$ cat src/rtl/lfsr_random_stream_if.sv
// Valid/ready stream carrying random words from the LFSR source to a consumer.
interface lfsr_random_stream_if #(
  parameter int unsigned WIDTH = 12
);
  logic [WIDTH-1:0] rnd_data;
  logic             rnd_valid;
  logic             rnd_ready;

  modport master (output rnd_data, output rnd_valid, input rnd_ready);
  modport slave  (input rnd_data, input rnd_valid, output rnd_ready);
endinterface

$ cat src/rtl/lfsr_random_stream.sv
// Fibonacci LFSR random-word source with valid/ready output, runtime seed load,
// periodic self-reseed after a number of accepted words and all-zero lock-up recovery.
module lfsr_random_stream #(
  parameter int unsigned WIDTH           = 12,
  parameter logic [31:0] TAPS            = 32'h0000_0C09,
  parameter int unsigned RESET_SEED      = 1,
  parameter int unsigned RESEED_INTERVAL = 1000,
  parameter int unsigned CNT_W           = 16
) (
  input  logic                    clk,
  input  logic                    rst_n,
  input  logic                    en,
  input  logic                    seed_load,
  input  logic [WIDTH-1:0]        seed_in,
  input  logic                    reseed_en,
  lfsr_random_stream_if.master    out_if,
  output logic                    lockup
);

  localparam logic [WIDTH-1:0] TAP_MASK  = TAPS[WIDTH-1:0];
  localparam logic [WIDTH-1:0] SEED_RST  = WIDTH'(RESET_SEED);
  localparam logic [CNT_W-1:0] CNT_LAST  = CNT_W'(RESEED_INTERVAL - 1);

  // Elaboration-time parameter legality.
  if (WIDTH < 3 || WIDTH > 32) begin : g_bad_width
    $error("lfsr_random_stream: WIDTH must be in 3..32");
  end
  if (TAPS[WIDTH-1] != 1'b1) begin : g_bad_taps
    $error("lfsr_random_stream: TAPS[WIDTH-1] must be set");
  end
  if (RESET_SEED == 0) begin : g_bad_seed
    $error("lfsr_random_stream: RESET_SEED must be nonzero");
  end
  if (RESEED_INTERVAL == 0 ||
      64'(RESEED_INTERVAL) >= (64'(1) << CNT_W)) begin : g_bad_interval
    $error("lfsr_random_stream: RESEED_INTERVAL must be in 1..2**CNT_W-1");
  end

  typedef enum logic [1:0] {
    ST_IDLE   = 2'd0,
    ST_RUN    = 2'd1,
    ST_RESEED = 2'd2
  } fsm_e;

  fsm_e             fsm_q,    fsm_d;
  logic [WIDTH-1:0] state_q,  state_d;
  logic [WIDTH-1:0] seed_q,   seed_d;
  logic [CNT_W-1:0] cnt_q,    cnt_d;
  logic             lockup_q, lockup_d;

  logic             valid_c;
  logic             xfer_c;
  logic             terminal_c;
  logic             zero_det_c;
  logic [WIDTH-1:0] next_c;
  logic [WIDTH-1:0] mix_c;
  logic [WIDTH-1:0] load_val_c;

  // Shared combinational terms.
  assign valid_c    = (fsm_q == ST_RUN) && (state_q != '0);
  assign xfer_c     = valid_c && out_if.rnd_ready;
  assign terminal_c = (cnt_q == CNT_LAST);
  assign zero_det_c = (state_q == '0) && (fsm_q != ST_RESEED);
  assign next_c     = {state_q[WIDTH-2:0], ^(state_q & TAP_MASK)};
  assign mix_c      = state_q ^ seed_q;
  assign load_val_c = (seed_in == '0) ? SEED_RST : seed_in;

  // State register.
  always_ff @(posedge clk or negedge rst_n) begin
    if (!rst_n) begin
      fsm_q    <= ST_IDLE;
      state_q  <= SEED_RST;
      seed_q   <= SEED_RST;
      cnt_q    <= '0;
      lockup_q <= 1'b0;
    end else begin
      fsm_q    <= fsm_d;
      state_q  <= state_d;
      seed_q   <= seed_d;
      cnt_q    <= cnt_d;
      lockup_q <= lockup_d;
    end
  end

  // Next-state logic; seed load wins, lock-up recovery freezes the FSM.
  always_comb begin
    fsm_d = fsm_q;
    if (seed_load) begin
      fsm_d = ST_IDLE;
    end else if (!zero_det_c) begin
      unique case (fsm_q)
        ST_IDLE: begin
          if (en) fsm_d = ST_RUN;
        end
        ST_RUN: begin
          if (xfer_c && terminal_c && reseed_en) fsm_d = ST_RESEED;
          else if (!en)                          fsm_d = ST_IDLE;
        end
        ST_RESEED: begin
          fsm_d = en ? ST_RUN : ST_IDLE;
        end
        default: fsm_d = ST_IDLE;
      endcase
    end
  end

  // Datapath updates and outputs.
  always_comb begin
    state_d  = state_q;
    seed_d   = seed_q;
    cnt_d    = cnt_q;
    lockup_d = 1'b0;
    if (seed_load) begin
      state_d = load_val_c;
      seed_d  = load_val_c;
      cnt_d   = '0;
    end else if (zero_det_c) begin
      state_d  = SEED_RST;
      lockup_d = 1'b1;
    end else if (fsm_q == ST_RESEED) begin
      // Fold the previous seed into the state; old state becomes the new seed.
      state_d = (mix_c == '0) ? SEED_RST : mix_c;
      seed_d  = state_q;
    end else if (xfer_c) begin
      state_d = next_c;
      cnt_d   = terminal_c ? '0 : cnt_q + CNT_W'(1);
    end
  end

  assign out_if.rnd_data  = state_q;
  assign out_if.rnd_valid = valid_c;
  assign lockup           = lockup_q;

endmodule

$ cat src/flat_wrapper.sv
// flat-port wrapper written by rule: the top's interface ports become plain ports
module lfsr_random_stream_flat 
#(
  parameter int unsigned WIDTH           = 12,
  parameter logic [31:0] TAPS            = 32'h0000_0C09,
  parameter int unsigned RESET_SEED      = 1,
  parameter int unsigned RESEED_INTERVAL = 1000,
  parameter int unsigned CNT_W           = 16
)
  (clk, rst_n, en, seed_load, seed_in, reseed_en, lockup, out_if_rnd_data, out_if_rnd_valid, out_if_rnd_ready);
  lfsr_random_stream_if #(.WIDTH(WIDTH)) out_if_i ();
  input  logic clk;
  input  logic rst_n;
  input  logic en;
  input  logic seed_load;
  input  logic [WIDTH-1:0] seed_in;
  input  logic reseed_en;
  output logic lockup;
  output wire logic [$bits(out_if_i.rnd_data)-1:0] out_if_rnd_data;
  output wire logic [$bits(out_if_i.rnd_valid)-1:0] out_if_rnd_valid;
  input wire logic [$bits(out_if_i.rnd_ready)-1:0] out_if_rnd_ready;
  assign out_if_rnd_data = out_if_i.rnd_data;
  assign out_if_rnd_valid = out_if_i.rnd_valid;
  assign out_if_i.rnd_ready = out_if_rnd_ready;
  lfsr_random_stream #(.WIDTH(WIDTH), .TAPS(TAPS), .RESET_SEED(RESET_SEED), .RESEED_INTERVAL(RESEED_INTERVAL), .CNT_W(CNT_W)) u_core (.clk(clk), .rst_n(rst_n), .en(en), .seed_load(seed_load), .seed_in(seed_in), .reseed_en(reseed_en), .out_if(out_if_i), .lockup(lockup));
endmodule
$ cat config.mk
export PLATFORM = sky130hd
export DESIGN_NAME = lfsr_random_stream_flat
export DESIGN_NICKNAME = d
export VERILOG_FILES = /design/src/rtl/lfsr_random_stream_if.sv /design/src/rtl/lfsr_random_stream.sv /design/src/flat_wrapper.sv
export SDC_FILE = /design/constraint.sdc
export NUM_CORES = 1
export LEC_CHECK = 0
export CORE_MARGIN = 1
export CORE_UTILIZATION = 25
export CTS_CLUSTER_SIZE = 14
export DETAILED_ROUTE_END_ITERATION = 10
export GPL_TIMING_DRIVEN = 0
export PLACE_DENSITY = 0.41
export SETUP_SLACK_MARGIN = 0.3
export SLEW_MARGIN = 20
export SYNTH_ARGS = -nofsm -noshare
export SYNTH_HDL_FRONTEND = slang
export SYNTH_SLANG_ARGS = --single-unit
$ cat constraint.sdc
create_clock -name clk -period 5.7 [get_ports clk]
set_input_delay 1.71 -clock clk [delete_from_list [all_inputs] [get_ports clk]]
set_output_delay 1.71 -clock clk [all_outputs]
set_load 0.01 [all_outputs]
# [Yosys cells after proc, flatten, opt, wreduce, memory -nomap -nowiden]
# Cells that the tools add are included.
[totals] ff_bits=43 input_bits=18 out_inout_bits=14 elab_cells=55
[op_classes] addsub=1 n_eq_ne=8 mux=23 bitwise_logic=1 reduce_logical=17
[op_table] op="$mux W12" count=9
[op_table] op="$mux W16" count=5
[op_table] op="$logic_not A12 Y1" count=3
[op_table] op="$add A16 B1 Y16 const B" count=1
[op_table] op="$eq A16 B10 Y1 const B" count=1
[op_table] op="$reduce_bool A12 Y1" count=1
[op_table] op="$reduce_xor A12 Y1" count=1
[op_table] op="$xor A12 B12 Y12" count=1
[op_table] op="$mux W2" count=5
[op_table] op="$ne A2 B2 Y1 const B" count=3
[op_table] op="$pmux W2 S3" count=1
[op_table] op="$reduce_and A3 Y1" count=2
[op_table] op="$logic_and A1 B1 Y1" count=5
[op_table] op="$ne A4 B4 Y1 const B" count=1
[op_table] op="$reduce_bool A2 Y1" count=2
[op_table] op="$reduce_bool A4 Y1" count=1
[op_table] op="$mux W1" count=3
[op_table] op="$ne A3 B3 Y1 const B" count=1
[op_table] op="$eq A2 B1 Y1 const B" count=1
[op_table] op="$eq A2 B2 Y1 const B" count=1
[op_table] op="$logic_not A2 Y1" count=1
[op_table] op="$reduce_and A2 Y1" count=1

# [Depth between registers and ports, before layout]
# Gate-level depths: netlist of run 1.
[logic_depth] ltp_word=9 depth_mapped=9 depth_no_buf=7

# [Worst setup path before layout of run 1]
# OpenSTA, ideal clock, no wires.
[synth_path] kind="reg2out" startpoint="register u_core.state_q[0] (netlist: u_core.out_if.rnd_data[0])" endpoint="output out_if_rnd_valid" arrival_ps=1477 required_time_ps=3990 setup_slack_ps=2513 path_stages_with_launch=7 n_path_buf=2 path_cell_list="dfstp_2 > clkbuf_1 > nor3_1 > nand3_1 > clkbuf_1 > nand2_1 > nor2_1"
[synth_via] elab_chain_cells=2
[synth_lines] item="start, declared" line="lfsr_random_stream.sv:46" source="logic [WIDTH-1:0] state_q, state_d;"
[synth_lines] item="start signal, assigned" line="lfsr_random_stream.sv:78" source="state_q <= state_d;"
[synth_lines] item="$reduce_bool A12 Y1" line="lfsr_random_stream.sv:60" source="assign valid_c = (fsm_q == ST_RUN) && (state_q != '0);"
[synth_lines] item="$logic_and A1 B1 Y1" line="lfsr_random_stream.sv:60"
[synth_lines] item="end, declared" line="flat_wrapper.sv:20" source="output wire logic [$bits(out_if_i.rnd_valid)-1:0] out_if_rnd_valid;"
# No other way between the ends.

# [Worst setup path after layout of run 1]
# Ends and elaborated chain as after synthesis.

==> flow_summary_export.csv, run 1 <==
group,metric,value,unit
run_status,status,"finished clean",
routing,postRouteAntennaNets,0,
routing,drt_pass1_iterations,5,
worst_hold_path,hp-class,"reg2reg",
clocking,clk_pin_slew,90,ps
setup_path,reg2reg_to,"u_core.cnt_q[6]",
floorplanning,start_util,0.257,
worst_hold_path,hold_start,"u_core.cnt_q[15]",
clocking,clkLatencyLatePin,300,ps
synthesis,synth_largest_area_cell,"dfrtp_1",
floorplanning,core,0.00973,mm²
clocking,holdBufCountCts,0,
setup_path,crit_path_max_fanout,10,
finish,drive_gt1_frac,0.0623,
clocking,cts_tree,"done",
synthesis,ys_async_sr_fraction,1.00,
clocking,clockRootBuffer,"clkbuf_8",
floorplanning,die_w,102,µm
timing,finClkSkew,7.15,ps
synthesis,syn-cell-area,0.00250,mm²
timing,fmaxAchievable,234,MHz
synthesis,synth_warnings,0,
timing,setup_viol,0,
global_route,grt_pass1_vias,2223,
placed_design,hpwl,5360,µm
finish,layout_common_cells,"41 x dfrtp_1, 34 x nor2_1, 30 x clkdlybuf4s50_1",
timing,finalHoldViolations,0,
clocking,post-cts-setup-buffers,0,
worst_hold_path,hold-path-endpoint,"u_core.cnt_q[15]",
power,p_leak,1.25,nW
timing,period_minus_slack,4270,ps
global_route,global_route.peak_usage_layer,"met2",
global_route,grt_usage,0.151,
routing,via_per_inst,4.96,
power,p_total,0.000771,W
finish,areaGrowthSynthToFinish,24.2,%
setup_path,cp.required,3990,ps
synthesis,syn-num-nets,301,
clocking,cts-resized-gates,0,
global_route,overflow,0,
synthesis,synth_flop_cell,"dfrtp_1",
power,switching_share,0.306,
synthesis,yosysTopAreaCellShare,0.411,
global_route,grt_util_met3,0.0253,
global_route,gr-usage-met1,0.201,
global_route,grt_util_met2,0.252,
synthesis,ys_ff_latch,43,
global_route,grt_pass1_wl,11700,µm
worst_hold_path,min_path_cells,1,
global_route,grt_max_degree,27,
clocking,cts_buffer_depth,2,
synthesis,synthCells,281,
timing,drv_slew,0,
power,p_int,0.000535,W
power,power_frac_seq,0.473,
placed_design,post-place-ws,1740,ps
synthesis,syn_area_per_cell,8.89,µm²
finish,nNetsFinal,340,
finish,num_antenna_cells,0,
setup_path,critPathArrivalTime,2560,ps
clocking,cts.htree.levels,2,
setup_path,r2r_cells,8,
routing,drc,0,
finish,final_common_cell,"dfrtp_1",
power,combPwrFrac,0.240,
placed_design,gp_congestion,0.786,
routing,routed_wl,7400,µm
timing,max_slew_margin,0.506,
timing,tightestPinTransition,741,ps
synthesis,ys_top_cells_by_area,"dfrtp_1 41%, nor2_1 5.1%, xnor2_1 4.6%",
floorplanning,die-area,0.0104,mm²
routing,first_iter_violations,78,
timing,finalWorstSetupSlack,1430,ps
synthesis,ys_types,40,
global_route,antenna_found_initial,0,
routing,wl_per_cell,16.3,µm
routing,vias,2252,
synthesis,yosysSeqAreaShare,0.432,
power,p_switching,0.000236,W
setup_path,reg2reg_slack,3210,ps
floorplanning,rows,36,
placed_design,numPortBuffers,31,
setup_path,cp-end-kind,"output pin",
power,vdd_drop_max,0.0747,mV
timing,whs,501,ps
floorplanning,io_pins,32,
setup_path,r2r-start,"u_core.out_if.rnd_data[10]",
floorplanning,die_h,102,µm
power,power.share.clock,0.287,
flow_run,max_cap_viol_count,0,
setup_path,path_class,"reg2out",
clocking,cts_sinks,43,
synthesis,synth_enable_flop_cells,0,
timing,fin_crit_sh,0.749,
timing,grt_setup_unrepaired,"no",
setup_path,startpoint_type,"register",
power,powerDensity,249,mW/mm²
clocking,cts_made_buffers,5,
timing,tns,0,ps
==> final cells by class <==
class	count	area, µm²
fillers	1080	6630
well taps	133	166
inverters	7	26.3
repair buffers	32	333
plain buffers	18	100
multi-input cells	213	1300
flip-flops and latches	43	1080
clock buffers	8	100
==> cells in the mapped netlist, types with 8 or more instances <==
library cell,instances
o21ai_0,14
mux2i_1,11
clkbuf_1,12
xnor2_1,13
o31ai_1,10
nand2_1,25
o21ai_1,16
a31oi_1,18
nor3_1,8
nand3_1,11
dfrtp_1,41
nor2_1,34
==> layer usage <==
layer	wire (µm)	vias up
met4	78	0
met3	213	7
li1	-	1096
met5	0	-
met2	3560	38
met1	3550	1111
==> cell families (layout without fill, tap and decap cells) <==
group                    after synthesis  count (layout)  share of synthesized area
AO/OA/AOI/OAI                         85              85                      0.224
buffers and inverters                 25              65                     0.0506
adder cells (fa/ha/maj)                2               2                     0.0100
XOR/XNOR                              14              14                     0.0491
multiplexers                          11              11                     0.0441
flip-flops                            43              43                      0.432
AND/OR/NAND/NOR                      101             101                      0.190
==> per-stage QoR <==
| step | cell area [µm²] | util | std cells |
|---|---|---|---|
| final | 3100 | 0.319 | 454 |
| after global routing | 3100 | 0.319 | 454 |
| after CTS | 3100 | 0.318 | 454 |
| after detailed placement | 3000 | 0.308 | 446 |
| after global placement | 2970 | 0.306 | 445 |
| after floorplan | 2500 | - | 281 |
==> flip-flops by register name, indices dropped and copies added (netlist names) <==
register,cells
u_core.cnt_q,16
u_core.out_if.rnd_data,12
u_core.seed_q,12
u_core.fsm_q,2
u_core.lockup,1
==> critical path, cell delays in order, from the launching register on <==
cell and delay, ps:
dfstp_2 540, clkbuf_1 300, nor3_1 110, nand3_1 140, clkbuf_1 390, nand2_1 130
nor2_1 110, clkdlybuf4s50_1 540
==> worst max-delay path by stage <==
stage                         startpoint               end  slack [ps]  cells past startpoint
2_1_floorplan  u_core.out_if.rnd_data[0]  out_if_rnd_valid        2510                      6
3_3_place_gp                       rst_n  u_core.seed_q[2]        1530                      1
3_5_place_dp   u_core.out_if.rnd_data[0]  out_if_rnd_valid        1740                      7
4_1_cts        u_core.out_if.rnd_data[0]  out_if_rnd_valid        1400                      7
5_1_grt        u_core.out_if.rnd_data[0]  out_if_rnd_valid        1300                      7
6_report       u_core.out_if.rnd_data[0]  out_if_rnd_valid        1430                      7
==> power by group through the flow <==
stage          logic [W]  registers, W  clock network [W]
6_report        0.000185      0.000365           0.000221
5_1_grt         0.000202      0.000370           0.000239
4_1_cts         0.000186      0.000365           0.000230
3_5_place_dp    0.000185      0.000371                  0
3_3_place_gp    0.000185      0.000371                  0
2_1_floorplan   0.000101      0.000369                  0
Power figures use the tool's default switching activity.
==> run 2: changes to the inputs <==
PLACE_DENSITY = 0.43   (was 0.41)
clock period = 3.7 ns   (was 5.7 ns; I/O delays follow)
==> run 2 against run 1 <==
  * Register-to-register slack lost 1900 ps
  * Utilization increased by 0.077 points
  * Worst setup slack worse by 770 ps
  * Total power up 52%
  * Largest cell class unchanged
  * Global-route usage grew 0.50 points
  * Combinational power is 56% higher
  * Sequential share of layout area barely moved
  * Via count is 1.3% lower
  * Count of clock-buffer cells in the layout fell by 1
  * Critical endpoint unchanged
  * Non-clock buffer count up 2
  * Sequential cell count unchanged
  * Clock power rose by 45%
==> flow_summary_export.csv, run 2 (synthesis gave the netlist of run 1 again) <==
group,metric,value,unit
run_status,status,"finished clean",
global_route,grt_max_degree,24,
flow_run,max_cap_viol_count,0,
setup_path,crit_path_max_fanout,10,
timing,drv_slew,0,
finish,drive_gt1_frac,0.0774,
finish,largest_reg_flops,16,
clocking,clkLatencyLatePin,300,ps
placed_design,numPortBuffers,31,
clocking,cts.htree.levels,2,
finish,largest-register,"u_core.cnt_q",
routing,drt_pass1_iterations,5,
setup_path,critPathArrivalTime,1930,ps
clocking,holdBufCountCts,0,
placed_design,gp_congestion,0.753,
power,p_leak,1.27,nW
setup_path,cp-end-kind,"output pin",
timing,max_slew_margin,0.558,
global_route,grt_pass1_wl,12500,µm
floorplanning,die_w,102,µm
power,powerDensity,377,mW/mm²
setup_path,cp.required,2590,ps
routing,wl_per_cell,16.0,µm
timing,finalHoldViolations,0,
power,p_total,0.00117,W
timing,tightestPinTransition,662,ps
routing,routed_wl,7310,µm
global_route,gr-usage-met1,0.223,
routing,first_iter_violations,111,
setup_path,max_stage_delay,450,ps
timing,fin_crit_sh,0.822,
routing,drc,0,
global_route,antenna_found_initial,0,
worst_hold_path,hp-class,"reg2reg",
timing,tns,0,ps
placed_design,hpwl,5200,µm
setup_path,startpoint_type,"register",
global_route,global_route.peak_usage_layer,"met2",
finish,num_antenna_cells,0,
floorplanning,die_h,102,µm
clocking,cts_sinks,43,
floorplanning,die-area,0.0104,mm²
timing,fmaxAchievable,329,MHz
power,vdd_drop_max,0.144,mV
clocking,cts_made_buffers,5,
timing,setup_viol,0,
setup_path,worstPathCellList,"inv_1 > ha_1 > nor4b_1 > nand3_1 > clkbuf_4 > nand2_1 > nor2_1 > dlymetal6s2s_1",
timing,period_minus_slack,3040,ps
floorplanning,core,0.00973,mm²
floorplanning,io_pins,32,
setup_path,crit_slowest_cell,"dfrtp_2",
global_route,grt_pass1_vias,2315,
clocking,clk_pin_slew,90,ps
setup_path,path_class,"reg2out",
finish,final_common_cell,"dfrtp_1",
clocking,cts_tree,"done",
floorplanning,rows,36,
setup_path,reg2reg_slack,1320,ps
setup_path,crit_buf_inv,3,
global_route,grt_util_met3,0.0253,
routing,via_per_inst,4.88,
global_route,grt_util_met2,0.243,
finish,layout_common_cells,"40 x dfrtp_1, 34 x nor2_1, 29 x clkdlybuf4s50_1",
timing,finClkSkew,11.3,ps
global_route,grt_usage,0.156,
finish,nNetsFinal,342,
timing,grt_setup_unrepaired,"no",
clocking,clockRootBuffer,"clkbuf_8",
clocking,cts_buffer_depth,2,
routing,postRouteAntennaNets,0,
global_route,overflow,0,
finish,areaGrowthSynthToFinish,24.5,%
setup_path,cpLargestDelayFamily,"simple AND/OR/NAND/NOR gates",
routing,vias,2223,
floorplanning,start_util,0.257,
==> run 2: changes by cell type in the layout (fill, tap and decap cells not counted), sizes merged <==
cell and delta:
clkdlybuf4s50 -1, dlymetal6s2s +1, buf +2, clkbuf -1
clkinv +1
==> run 2: final timing paths <==
check | from | to | depth (start not counted)
min in group asynchronous | rst_n | u_core.cnt_q[6] | 1
setup / recovery | u_core.out_if.rnd_data[10] | out_if_rnd_valid | 8
max in group asynchronous | rst_n | u_core.out_if.rnd_data[0] | 2
hold reg to reg | u_core.cnt_q[15] | u_core.cnt_q[15] | 1
hold / removal | u_core.cnt_q[15] | u_core.cnt_q[15] | 1
setup reg to reg | u_core.out_if.rnd_data[10] | u_core.cnt_q[5] | 8
==> run 2: layout make-up <==
class	instances	area, µm²
fillers	1070	6620
plain buffers	18	105
clock buffers	7	86.3
repair buffers	34	343
well taps	133	166
inverters	7	26.3
flip-flops and latches	43	1080
multi-input cells	213	1300
clock inverters	1	5.00
==> run 2: where the power goes <==
group | total [W] | internal [W] | leakage, nW | switching [W]
Combinational | 0.000289 | 0.000146 | 0.681 | 0.000143
Clock | 0.000320 | 0.000151 | 0.0482 | 0.000169
Sequential | 0.000562 | 0.000512 | 0.539 | 0.0000502
Total | 0.00117 | 0.000809 | 1.27 | 0.000362
==> run 2: stage by stage <==
step,cell area [µm²],hold slack [ps],cells,util,setup slack (ps)
2_1_floorplan,2500,436,281,-,1110
3_3_place_gp,2970,466,445,0.306,150
5_1_grt,3110,518,456,0.320,540
6_report,3110,485,456,0.320,659
3_5_place_dp,2990,469,446,0.307,306
4_1_cts,3090,486,454,0.317,305
==> run 2: what timing repair did <==
action / CTS / global route
resized for setup: 3 / 2
endpoints found under the setup margin: 1 / 1
buffers inserted: 0 / 2
==> run 2: routing by layer <==
layer / vias to the layer above / part of all wire / routed length, µm
li1: 1102 / - / -
met1: 1062 / 0.50 / 3670
met2: 50 / 0.45 / 3290
met3: 9 / 0.036 / 264
met4: 0 / 0.011 / 81
met5: - / 0 / 0
==> run 2: worst reg2reg max path, cell delays in order, from the launching register on <==
cell	delay, ps
dfrtp_2	450
inv_1	90
ha_1	150
nor4b_1	230
nand3_1	160
a21oi_1	490
clkbuf_1	480
o21ai_1	140
o41ai_1	90
==> run 3: changes to the inputs <==
PLACE_DENSITY = 0.41   (was 0.43)
clock period = 3 ns   (was 3.7 ns; I/O delays follow)
==> run 3 against run 2 <==
  * Count of clock-buffer cells in the layout rose by 1
  * Final area rose by 3.2%
  * Clock skew fell by 2.0 ps
  * Clock power rose by 33%
  * Sequential share of layout area fell by 1.1 points
  * Largest power group unchanged
  * Wire length rose by 3.0%
  * Critical endpoint unchanged
  * Non-clock buffer count rose by 6
==> flow_summary_export.csv, run 3 (synthesis gave the netlist of run 1 again) <==
group,metric,value,unit
run_status,status,"finished clean",
finish,final_common_cell,"dfrtp_1",
timing,grt_setup_unrepaired,"no",
floorplanning,rows,36,
power,switching_share,0.310,
placed_design,numPortBuffers,31,
timing,drv_slew,0,
clocking,clk_pin_slew,90,ps
setup_path,r2r-start,"u_core.out_if.rnd_data[5]",
power,power_frac_seq,0.466,
setup_path,startpoint_type,"register",
timing,finalHoldViolations,0,
timing,period_minus_slack,2580,ps
finish,areaGrowthSynthToFinish,28.5,%
routing,vias,2275,
global_route,grt_pass1_vias,2260,
power,power.share.clock,0.285,
setup_path,cp-end-kind,"output pin",
power,p_switching,0.000462,W
routing,wl_per_cell,16.3,µm
floorplanning,die_h,102,µm
setup_path,cp.required,2100,ps
setup_path,crit_slowest_cell,"dfrtp_1",
worst_hold_path,hp-class,"reg2reg",
timing,finClkSkew,9.28,ps
power,p_total,0.00149,W
flow_run,max_cap_viol_count,0,
clocking,cts_buffer_depth,2,
power,powerDensity,464,mW/mm²
global_route,grt_max_degree,27,
clocking,holdBufCountCts,0,
floorplanning,io_pins,32,
setup_path,worstPathCellList,"nor4_2 > nand3_2 > buf_8 > nand2_1 > nor2_1 > clkbuf_2",
timing,max_slew_margin,0.538,
timing,setup_viol,0,
routing,routed_wl,7530,µm
clocking,clockRootBuffer,"clkbuf_8",
clocking,cts_tree,"done",
power,combPwrFrac,0.248,
setup_path,max_stage_delay,480,ps
setup_path,critPathArrivalTime,1680,ps
timing,fmaxAchievable,388,MHz
setup_path,crit_path_max_fanout,6,
clocking,clkLatencyLatePin,310,ps
placed_design,gp_congestion,0.786,
setup_path,startpoint,"u_core.out_if.rnd_data[5]",
floorplanning,die_w,102,µm
floorplanning,die-area,0.0104,mm²
finish,largest-register,"u_core.cnt_q",
floorplanning,core,0.00973,mm²
routing,drt_pass1_iterations,4,
finish,nNetsFinal,348,
global_route,antenna_found_initial,0,
finish,fillerInstances,1073,
worst_hold_path,hold_start,"u_core.cnt_q[15]",
routing,via_per_inst,4.92,
timing,finalWorstSetupSlack,422,ps
finish,layout_common_cells,"41 x dfrtp_1, 34 x nor2_1, 29 x clkdlybuf4s50_1",
global_route,overflow,0,
finish,num_antenna_cells,0,
power,p_int,0.00103,W
finish,largest_reg_flops,16,
timing,tightestPinTransition,693,ps
setup_path,path_class,"reg2out",
global_route,grt_pass1_wl,11900,µm
finish,drive_gt1_frac,0.122,
routing,first_iter_violations,83,
placed_design,post-place-ws,-150,ps
power,p_leak,1.30,nW
placed_design,hpwl,5360,µm
routing,drc,0,
power,vdd_drop_max,0.143,mV
clocking,cts.htree.levels,2,
global_route,grt_usage,0.152,
timing,fin_crit_sh,0.859,
floorplanning,start_util,0.257,
routing,postRouteAntennaNets,0,
clocking,cts_sinks,43,
clocking,cts_made_buffers,5,
[run 3: per-stage QoR]
step | setup TNS (ps) | area (µm²) | util | std cells | hold WS (ps)
floorplan | 0 | 2500 | - | 281 | 436
global placement | -15070 | 2970 | 0.306 | 445 | 478
detailed placement | -170 | 3000 | 0.308 | 446 | 484
CTS | 0 | 3160 | 0.325 | 460 | 501
global route | 0 | 3210 | 0.330 | 462 | 529
finish | 0 | 3210 | 0.330 | 462 | 503
[run 3: cell type report]
| class | count | area [µm²] | share of cell area |
|---|---|---|---|
| buffer | 18 | 118 | 0.0366 |
| clock buffer | 8 | 100 | 0.0312 |
| inverter | 7 | 26.3 | 0.00819 |
| multi-input combinational | 213 | 1330 | 0.415 |
| sequential | 43 | 1080 | 0.336 |
| tap | 133 | 166 | 0.0519 |
| timing repair buffer | 40 | 388 | 0.121 |
[run 3: what timing repair did]
action                                  in CTS  in global routing
pin swaps                                    1                  1
buffers inserted                             6                  2
endpoints found under the setup margin       2                 14
gates resized for setup                      8                 13
cloned                                       0                  0
[run 3: routing by layer]
metal | track usage | up-vias | wire length, µm
li1 | - | 1114 | -
met1 | 0.203 | 1122 | 3640
met2 | 0.255 | 34 | 3600
met3 | 0.0253 | 5 | 211
met4 | 0.0407 | 0 | 78
met5 | 0 | - | 0
[run 3: worst paths after layout]
| kind | end | slack [ps] | cells after the start |
|---|---|---|---|
| worst max-delay path | out_if_rnd_valid | 420 | 6 |
| worst min-delay path | u_core.cnt_q[15] | 500 | 1 |
| worst max register to register | u_core.cnt_q[7] | 510 | 11 |
| worst min register to register | u_core.cnt_q[15] | 500 | 1 |
| max in group asynchronous | u_core.out_if.rnd_data[0] | 1750 | 2 |
| min in group asynchronous | u_core.cnt_q[4] | 630 | 1 |
[run 3: critical path: cells and delay by family (launching register included)]
family	cells	cell delay, ps
buffers and inverters	2	290
DFF	1	480
and+or+nand+nor	4	610
[run 3: power by group through the flow]
stage	Sequential [W]	Clock, W	Combinational (W)
4_1_cts	0.000691	0.000437	0.000367
2_1_floorplan	0.000701	0	0.000192
3_5_place_dp	0.000705	0	0.000352
3_3_place_gp	0.000705	0	0.000351
5_1_grt	0.000703	0.000454	0.000404
6_report	0.000695	0.000425	0.000370
